$ cat config.mk
export PLATFORM = sky130hd
export DESIGN_NAME = gcn_rx
export DESIGN_NICKNAME = d
export VERILOG_FILES = /design/src/rtl/gcn_pkg.sv /design/src/rtl/gcn_rx_sync.sv /design/src/rtl/gcn_rx.sv
export SDC_FILE = /design/constraint.sdc
export NUM_CORES = 1
export LEC_CHECK = 0
export CORE_MARGIN = 2
export CORE_UTILIZATION = 30
export DETAILED_ROUTE_END_ITERATION = 6
export PLACE_DENSITY_LB_ADDON = 0.2
export SYNTH_ARGS = -nofsm -noshare
export SYNTH_HDL_FRONTEND = slang
export SYNTH_HIERARCHICAL = 1
export SYNTH_SLANG_ARGS = --single-unit
export TNS_END_PERCENT = 20
$ cat constraint.sdc
create_clock -name clk32MHz -period 2.4 [get_ports clk32MHz]
set_clock_uncertainty 0.05 [all_clocks]
set_input_delay 0.6 -clock clk32MHz [delete_from_list [all_inputs] [get_ports clk32MHz]]
set_output_delay 0.6 -clock clk32MHz [all_outputs]
set_load 0.05 [all_outputs]
$ cat src/rtl/gcn_pkg.sv
// Shared constants and types for the GameCube controller response receiver.
// Timing constants are in 32 MHz clock cycles (31.25 ns each).
package gcn_pkg;

  localparam int GCN_NBITS      = 64;    // response bits per frame
  localparam int GCN_BIT_THRESH = 64;    // 2us: shorter low is a 1, this or longer is a 0
  localparam int GCN_LOW_MAX    = 160;   // 5us: low pulse longer than this is a fault
  localparam int GCN_HIGH_MAX   = 256;   // 8us: high gap longer than this aborts the frame
  localparam int GCN_START_MAX  = 6400;  // 200us: wait for the controller to start replying

  localparam logic [1:0] ERR_NOSTART = 2'd0;
  localparam logic [1:0] ERR_LOWLONG = 2'd1;
  localparam logic [1:0] ERR_HIGHTO  = 2'd2;
  localparam logic [1:0] ERR_STOP    = 2'd3;

  typedef enum logic [2:0] {
    S_IDLE,
    S_WAIT_START,
    S_LOW,
    S_HIGH,
    S_STOP,
    S_DONE,
    S_ERR
  } rx_state_t;

endpackage

$ cat src/rtl/gcn_rx_sync.sv
// Input conditioning for the controller data pin: 2-flop synchroniser,
// optional 3-sample majority filter (GCN_RX_GLITCH_FILTER_EN), and
// single-cycle fall/rise pulses on the conditioned level.
// The line idles high, so every stage resets to 1 to avoid a false edge.
module gcn_rx_sync (
  input  logic clk32MHz,
  input  logic rst_n,
  input  logic pin_in,
  output logic fall,
  output logic rise
);

  logic meta;
  logic synced;
  logic lvl;
  logic prev_lvl;

  // two-flop synchroniser for the asynchronous open-drain pin
  always_ff @(posedge clk32MHz or negedge rst_n) begin
    if (!rst_n) begin
      meta   <= 1'b1;
      synced <= 1'b1;
    end else begin
      meta   <= pin_in;
      synced <= meta;
    end
  end

`ifdef GCN_RX_GLITCH_FILTER_EN
  logic hist1;
  logic hist2;

  // keep the two previous synced samples so one-cycle spikes are outvoted
  always_ff @(posedge clk32MHz or negedge rst_n) begin
    if (!rst_n) begin
      hist1 <= 1'b1;
      hist2 <= 1'b1;
    end else begin
      hist1 <= synced;
      hist2 <= hist1;
    end
  end

  assign lvl = (synced & hist1) | (synced & hist2) | (hist1 & hist2);
`else
  assign lvl = synced;
`endif

  // remember the previous conditioned level for edge detection
  always_ff @(posedge clk32MHz or negedge rst_n) begin
    if (!rst_n) begin
      prev_lvl <= 1'b1;
    end else begin
      prev_lvl <= lvl;
    end
  end

  assign fall = prev_lvl & ~lvl;
  assign rise = ~prev_lvl & lvl;

endmodule

$ cat src/rtl/gcn_rx.sv
// GameCube controller response receiver. After arm, measures the low time of
// each bit on the data pin (short low = 1, long low = 0), collects NBITS bits
// MSB first, checks the short stop bit and presents the word with a valid pulse.
// Faults end the frame with an err pulse and an err_code that is held.
// Optional macro GCN_RX_GLITCH_FILTER_EN adds a majority filter on the pin.
module gcn_rx
  import gcn_pkg::*;
#(
  parameter int NBITS      = GCN_NBITS,
  parameter int BIT_THRESH = GCN_BIT_THRESH,
  parameter int LOW_MAX    = GCN_LOW_MAX,
  parameter int HIGH_MAX   = GCN_HIGH_MAX,
  parameter int START_MAX  = GCN_START_MAX
) (
  input  logic             clk32MHz,
  input  logic             rst_n,
  input  logic             arm,
  input  logic             pin_in,
  output logic [NBITS-1:0] rx_data,
  output logic             valid,
  output logic             err,
  output logic [1:0]       err_code,
  output logic             busy
);

  localparam int CW = $clog2(START_MAX + 1);
  localparam int BW = $clog2(NBITS + 1);

  localparam logic [CW-1:0] CNT_ONE   = CW'(1);
  localparam logic [CW-1:0] THRESH_C  = CW'(BIT_THRESH);
  localparam logic [CW-1:0] LOWMAX_C  = CW'(LOW_MAX);
  localparam logic [CW-1:0] HIGHMAX_C = CW'(HIGH_MAX);
  localparam logic [CW-1:0] START_C   = CW'(START_MAX);
  localparam logic [BW-1:0] NBITS_C   = BW'(NBITS);

  rx_state_t        state;
  logic [CW-1:0]    cnt;
  logic [BW-1:0]    bitcnt;
  logic [NBITS-1:0] shreg;
  logic             fall;
  logic             rise;

  gcn_rx_sync u_sync (
    .clk32MHz (clk32MHz),
    .rst_n    (rst_n),
    .pin_in   (pin_in),
    .fall     (fall),
    .rise     (rise)
  );

  // Receive FSM. On an edge the counter restarts at 1 because the edge cycle
  // is already the first cycle of the new level, so cnt equals the pulse width
  // in cycles when the closing edge arrives. Every timeout leaves the state
  // as soon as cnt reaches its limit, so cnt never counts past the limit.
  // DONE and ERR are the single cycle in which valid/err are high.
  always_ff @(posedge clk32MHz or negedge rst_n) begin
    if (!rst_n) begin
      state    <= S_IDLE;
      cnt      <= '0;
      bitcnt   <= '0;
      shreg    <= '0;
      rx_data  <= '0;
      valid    <= 1'b0;
      err      <= 1'b0;
      err_code <= 2'd0;
      busy     <= 1'b0;
    end else begin
      valid <= 1'b0;
      err   <= 1'b0;
      case (state)
        S_IDLE: begin
          if (arm) begin
            state <= S_WAIT_START;
            cnt   <= '0;
            busy  <= 1'b1;
          end
        end
        S_WAIT_START: begin
          if (fall) begin
            state  <= S_LOW;
            cnt    <= CNT_ONE;
            bitcnt <= '0;
          end else if (cnt >= START_C) begin
            state    <= S_ERR;
            err      <= 1'b1;
            err_code <= ERR_NOSTART;
          end else begin
            cnt <= cnt + CNT_ONE;
          end
        end
        S_LOW: begin
          if (rise) begin
            shreg  <= {shreg[NBITS-2:0], (cnt < THRESH_C)};
            bitcnt <= bitcnt + 1'b1;
            cnt    <= CNT_ONE;
            state  <= S_HIGH;
          end else if (cnt >= LOWMAX_C) begin
            state    <= S_ERR;
            err      <= 1'b1;
            err_code <= ERR_LOWLONG;
          end else begin
            cnt <= cnt + CNT_ONE;
          end
        end
        S_HIGH: begin
          if (fall) begin
            cnt   <= CNT_ONE;
            state <= (bitcnt == NBITS_C) ? S_STOP : S_LOW;
          end else if (cnt >= HIGHMAX_C) begin
            state    <= S_ERR;
            err      <= 1'b1;
            err_code <= ERR_HIGHTO;
          end else begin
            cnt <= cnt + CNT_ONE;
          end
        end
        S_STOP: begin
          if (rise) begin
            if (cnt < THRESH_C) begin
              state   <= S_DONE;
              rx_data <= shreg;
              valid   <= 1'b1;
            end else begin
              state    <= S_ERR;
              err      <= 1'b1;
              err_code <= ERR_STOP;
            end
          end else if (cnt >= LOWMAX_C) begin
            state    <= S_ERR;
            err      <= 1'b1;
            err_code <= ERR_STOP;
          end else begin
            cnt <= cnt + CNT_ONE;
          end
        end
        S_DONE, S_ERR: begin
          state <= S_IDLE;
          busy  <= 1'b0;
          cnt   <= '0;
        end
        default: begin
          state <= S_IDLE;
          busy  <= 1'b0;
        end
      endcase
    end
  end

endmodule

==> report_table.html <==
<table>
<tr><th>Metric</th><th>Value</th></tr>
<tr><th colspan="2">Finish</th></tr>
<tr><td>Ant. Diodes</td><td>0</td></tr>
<tr><td>Post-route insts no fill</td><td>851</td></tr>
<tr><td>Final net count</td><td>571</td></tr>
<tr><td>Commonest cells after routing, fill and taps aside</td><td>155 x dfrtp_1, 71 x clkdlybuf4s50_1, 68 x mux2_2</td></tr>
<tr><td>Most frequent standard cell in the layout excluding fill and tap cells</td><td>dfrtp_1</td></tr>
<tr><td>Fill count</td><td>2034</td></tr>
<tr><td>Fraction of layout instances using a drive strength above 1</td><td>0.2309</td></tr>
<tr><td>Post-synthesis to final-layout area growth</td><td>27.48%</td></tr>
<tr><th colspan="2">Yosys</th></tr>
<tr><td>Proportion of synthesized flip-flops having asynchronous set or reset</td><td>1.000</td></tr>
<tr><td>Register area share after synthesis</td><td>0.6095</td></tr>
<tr><td>Synth Instances</td><td>474</td></tr>
<tr><td>Netlist area before placement</td><td>6534 sq um</td></tr>
<tr><td>Commonest register cell after synthesis</td><td>dfrtp_1</td></tr>
<tr><td>Mean Syn Cell Area</td><td>13.78 sq um</td></tr>
<tr><td>Number of warnings issued by yosys</td><td>6</td></tr>
<tr><td>Number of distinct library cells after synthesis</td><td>50</td></tr>
<tr><td>Count of flip-flops with a built-in enable after synthesis</td><td>0</td></tr>
<tr><td>Post-synthesis net count</td><td>482</td></tr>
<tr><td>FF+latch count, synth</td><td>159</td></tr>
<tr><th colspan="2">Critical path</th></tr>
<tr><td>Largest delay share family, worst path</td><td>simple AND/OR/NAND/NOR gates</td></tr>
<tr><td>Kind of critical path</td><td>flop to flop</td></tr>
<tr><td>Worst-case register-to-register setup slack</td><td>70 ps</td></tr>
<tr><td>Crit path max fanout</td><td>6</td></tr>
<tr><td>Worst reg2reg path endpoint</td><td>err_code[1]</td></tr>
<tr><td>Startpoint Class</td><td>flop</td></tr>
<tr><td>Cells on worst reg2reg path</td><td>4</td></tr>
<tr><td>CP Capture Type</td><td>flop</td></tr>
<tr><td>Crit path DAT</td><td>2570 ps</td></tr>
<tr><td>Critical path's slowest cell</td><td>or4_4</td></tr>
<tr><td>Number of buffers and inverters on the critical path</td><td>0</td></tr>
<tr><td>Slowest stage delay, CP</td><td>610 ps</td></tr>
<tr><td>Worst endpoint required time</td><td>2640 ps</td></tr>
<tr><td>Critical path cell sequence</td><td>or4_4 -&gt; or4b_4 -&gt; o2111a_1 -&gt; o311a_1</td></tr>
<tr><td>Worst flop-to-flop path startpoint</td><td>cnt[11]</td></tr>
<tr><th colspan="2">Detailed routing</th></tr>
<tr><td>Violation count after the first detailed-routing iteration</td><td>169</td></tr>
<tr><td>Remaining DRCs</td><td>0</td></tr>
<tr><td>Aggregate routed wire length</td><td>13.33 mm</td></tr>
<tr><td>Number of detailed-routing iterations run before antenna repair</td><td>4</td></tr>
<tr><td>Total via count in the routed design</td><td>4056</td></tr>
<tr><td>Per-cell routed wire length</td><td>15.66 um</td></tr>
<tr><td>Via density per instance</td><td>4.766</td></tr>
<tr><td>Post-detailed-route count of antenna-violating nets</td><td>0</td></tr>
<tr><th colspan="2">CTS</th></tr>
<tr><td>Clock Sinks</td><td>159</td></tr>
<tr><td>Clock-pin transition on the worst setup and hold timing paths</td><td>70 ps</td></tr>
<tr><td>Number of CTS-inserted buffers</td><td>17</td></tr>
<tr><td>Skew-Pair Late Insertion Delay</td><td>410 ps</td></tr>
<tr><td>Cell at the root of the clock tree</td><td>clkbuf_16</td></tr>
<tr><td>Hold-fix buffer count after cts</td><td>0</td></tr>
<tr><td>Clock tree from TritonCTS</td><td>built</td></tr>
<tr><td>Clock H-tree levels</td><td>4</td></tr>
<tr><td>Deepest clock path buffer count</td><td>2</td></tr>
<tr><th colspan="2">Global route</th></tr>
<tr><td>Grt ovf</td><td>0</td></tr>
<tr><td>GRT Total Usage</td><td>0.1250</td></tr>
<tr><td>Via count of the first global-routing pass</td><td>4389</td></tr>
<tr><td>Global-route wire length before repair</td><td>22.56 mm</td></tr>
<tr><td>Pin count of the biggest net entering global routing</td><td>65</td></tr>
<tr><td>Number of antenna violations at the first check in global routing</td><td>0</td></tr>
<tr><th colspan="2">Timing</th></tr>
<tr><td>Max Freq</td><td>0.4297 GHz</td></tr>
<tr><td>Slew at the pin with the worst max-slew slack</td><td>596.0 ps</td></tr>
<tr><td>Worst setup slack after layout</td><td>72.59 ps</td></tr>
<tr><td>Final-report hold violation count</td><td>0</td></tr>
<tr><td>Unrepaired setup endpoints after global routing</td><td>no</td></tr>
<tr><td>Share of the clock period used by the worst path</td><td>0.9698</td></tr>
<tr><td>Setup TNS</td><td>0 ps</td></tr>
<tr><td>Rel. slew slack</td><td>0.5985</td></tr>
<tr><td>Shortest period the worst path allows</td><td>2327 ps</td></tr>
<tr><td>Max Slew Vio Count</td><td>0</td></tr>
<tr><td>Hold Slack</td><td>96.39 ps</td></tr>
<tr><td>Final setup violation count</td><td>0</td></tr>
<tr><th colspan="2">Floorplanning</th></tr>
<tr><td>Die Y-Extent</td><td>151.6 um</td></tr>
<tr><td>I/O pin total</td><td>73</td></tr>
<tr><td>Site Rows</td><td>53</td></tr>
<tr><td>Core region area</td><td>21220 sq um</td></tr>
<tr><td>Die ar.</td><td>22980 sq um</td></tr>
<tr><td>Initial standard-cell utilization of the core</td><td>0.3079</td></tr>
<tr><td>Die width</td><td>151.6 um</td></tr>
<tr><th colspan="2">Power and ir drop</th></tr>
<tr><td>Maximum vdd drop</td><td>0.0004339 V</td></tr>
<tr><td>Total power</td><td>7.170 mW</td></tr>
<tr><td>Power density over cell area</td><td>860.9 nW/um^2</td></tr>
<tr><td>Static Leakage</td><td>4.027 nW</td></tr>
<tr><th colspan="2">Run</th></tr>
<tr><td>Count of max-cap constraint violations</td><td>0</td></tr>
<tr><th colspan="2">Status</th></tr>
<tr><td>Result of the run</td><td>finished, final reports clean</td></tr>
<tr><th colspan="2">Worst hold path</th></tr>
<tr><td>Worst Hold Class</td><td>input pin to asynchronous set/reset pin</td></tr>
<tr><th colspan="2">Placement</th></tr>
<tr><td>DP Wirelength</td><td>8.667 mm</td></tr>
<tr><td>Final weighted congestion in routability-driven placement</td><td>0.7572</td></tr>
<tr><td>Number of I/O port buffers</td><td>72</td></tr>
<tr><td>Placed instance count</td><td>819</td></tr>
<tr><td>Worst setup slack before clock tree synthesis</td><td>13.55 ps</td></tr>
</table>
## through the flow
stage / util / cell area (sq um)
after global routing: 0.3925 / 8329
after CTS: 0.3922 / 8322
after detailed placement: 0.3631 / 7705
final: 0.3925 / 8329
after floorplan: - / 6534
after global placement: 0.3631 / 7705
## power breakdown
part / leakage (nW) / switching (mW) / internal, mW
Combinational: 1.55 / 0.808 / 0.534
Clock: 0.296 / 1.10 / 1.71
Sequential: 2.18 / 0.183 / 2.84
Total: 4.03 / 2.09 / 5.08
## state kept, by name (all words and copies together), names as in the netlist, 2 cells and up
register / cells
state: 3
rx_data: 64
bitcnt: 7
shreg: 64
err_code: 2
cnt: 13
## worst max path at each step
stage,from,endpoint,depth (start not counted)
after global routing,cnt[11],err_code[1],4
after floorplan,cnt[11],err_code[1],4
final,cnt[11],err_code[1],4
after CTS,cnt[9],err_code[1],5
after detailed placement,arm,cnt[9],7
after global placement,arm,cnt[9],7
## cell usage after synthesis (3+ instances only)
cell type / count / area, sq um
nor4_1: 3 / 18.77
mux2_1: 60 / 675.7
nand3_1: 9 / 45.04
nor3_1: 3 / 15.01
nor3b_1: 3 / 22.52
a21oi_1: 10 / 50.05
a31oi_1: 7 / 43.79
o21ai_0: 16 / 80.08
mux2_2: 68 / 765.7
dfstp_2: 3 / 78.83
ha_1: 4 / 50.05
nor2b_1: 3 / 18.77
dfrtp_1: 156 / 3904
clkbuf_1: 5 / 18.77
or3_1: 3 / 18.77
nand2_1: 26 / 97.59
nand3b_1: 3 / 22.52
buf_2: 13 / 65.06
nor2_1: 16 / 60.06
inv_1: 9 / 33.78
o22a_1: 8 / 70.07
and2_1: 3 / 18.77
and3_1: 9 / 56.30
## cells by family after synthesis
logic type                 share of synthesized area
and+or+nand+nor                              0.07832
muxes                                         0.2206
DFF                                           0.6095
xor gates and xnor gates                    0.001341
adders and majority gates                   0.007660
AOI/OAI and AO/OA                            0.06396
buffers and inverters                        0.01857
## layer usage
layer | track usage | part of all wire | vias to the layer above
met5 | 0 | 0 | -
met4 | 0.04074 | 0.013 | 0
met3 | 0.04192 | 0.050 | 16
met2 | 0.1912 | 0.47 | 90
met1 | 0.1675 | 0.47 | 2060
li1 | - | - | 1890
## layout make-up
| type | instances | area, sq um | area share |
|---|---|---|---|
| Inverter | 9 | 33.78 | 0.004056 |
| Timing Repair Buffer | 89 | 899.6 | 0.1080 |
| Clock buffer | 21 | 460.4 | 0.05528 |
| Sequential cell | 159 | 3984 | 0.4783 |
| Tap cell | 275 | 344.1 | 0.04131 |
| Multi-Input combinational cell | 287 | 2451 | 0.2943 |
| Clock inverter | 11 | 156.4 | 0.01878 |
## timing repair
action	in CTS	in global routing
setup endpoints to repair	0	4
hold endpoints to repair	0	0
setup buffers	0	0
resized for setup	0	2
No activity file was read; power rests on OpenSTA's default activity.
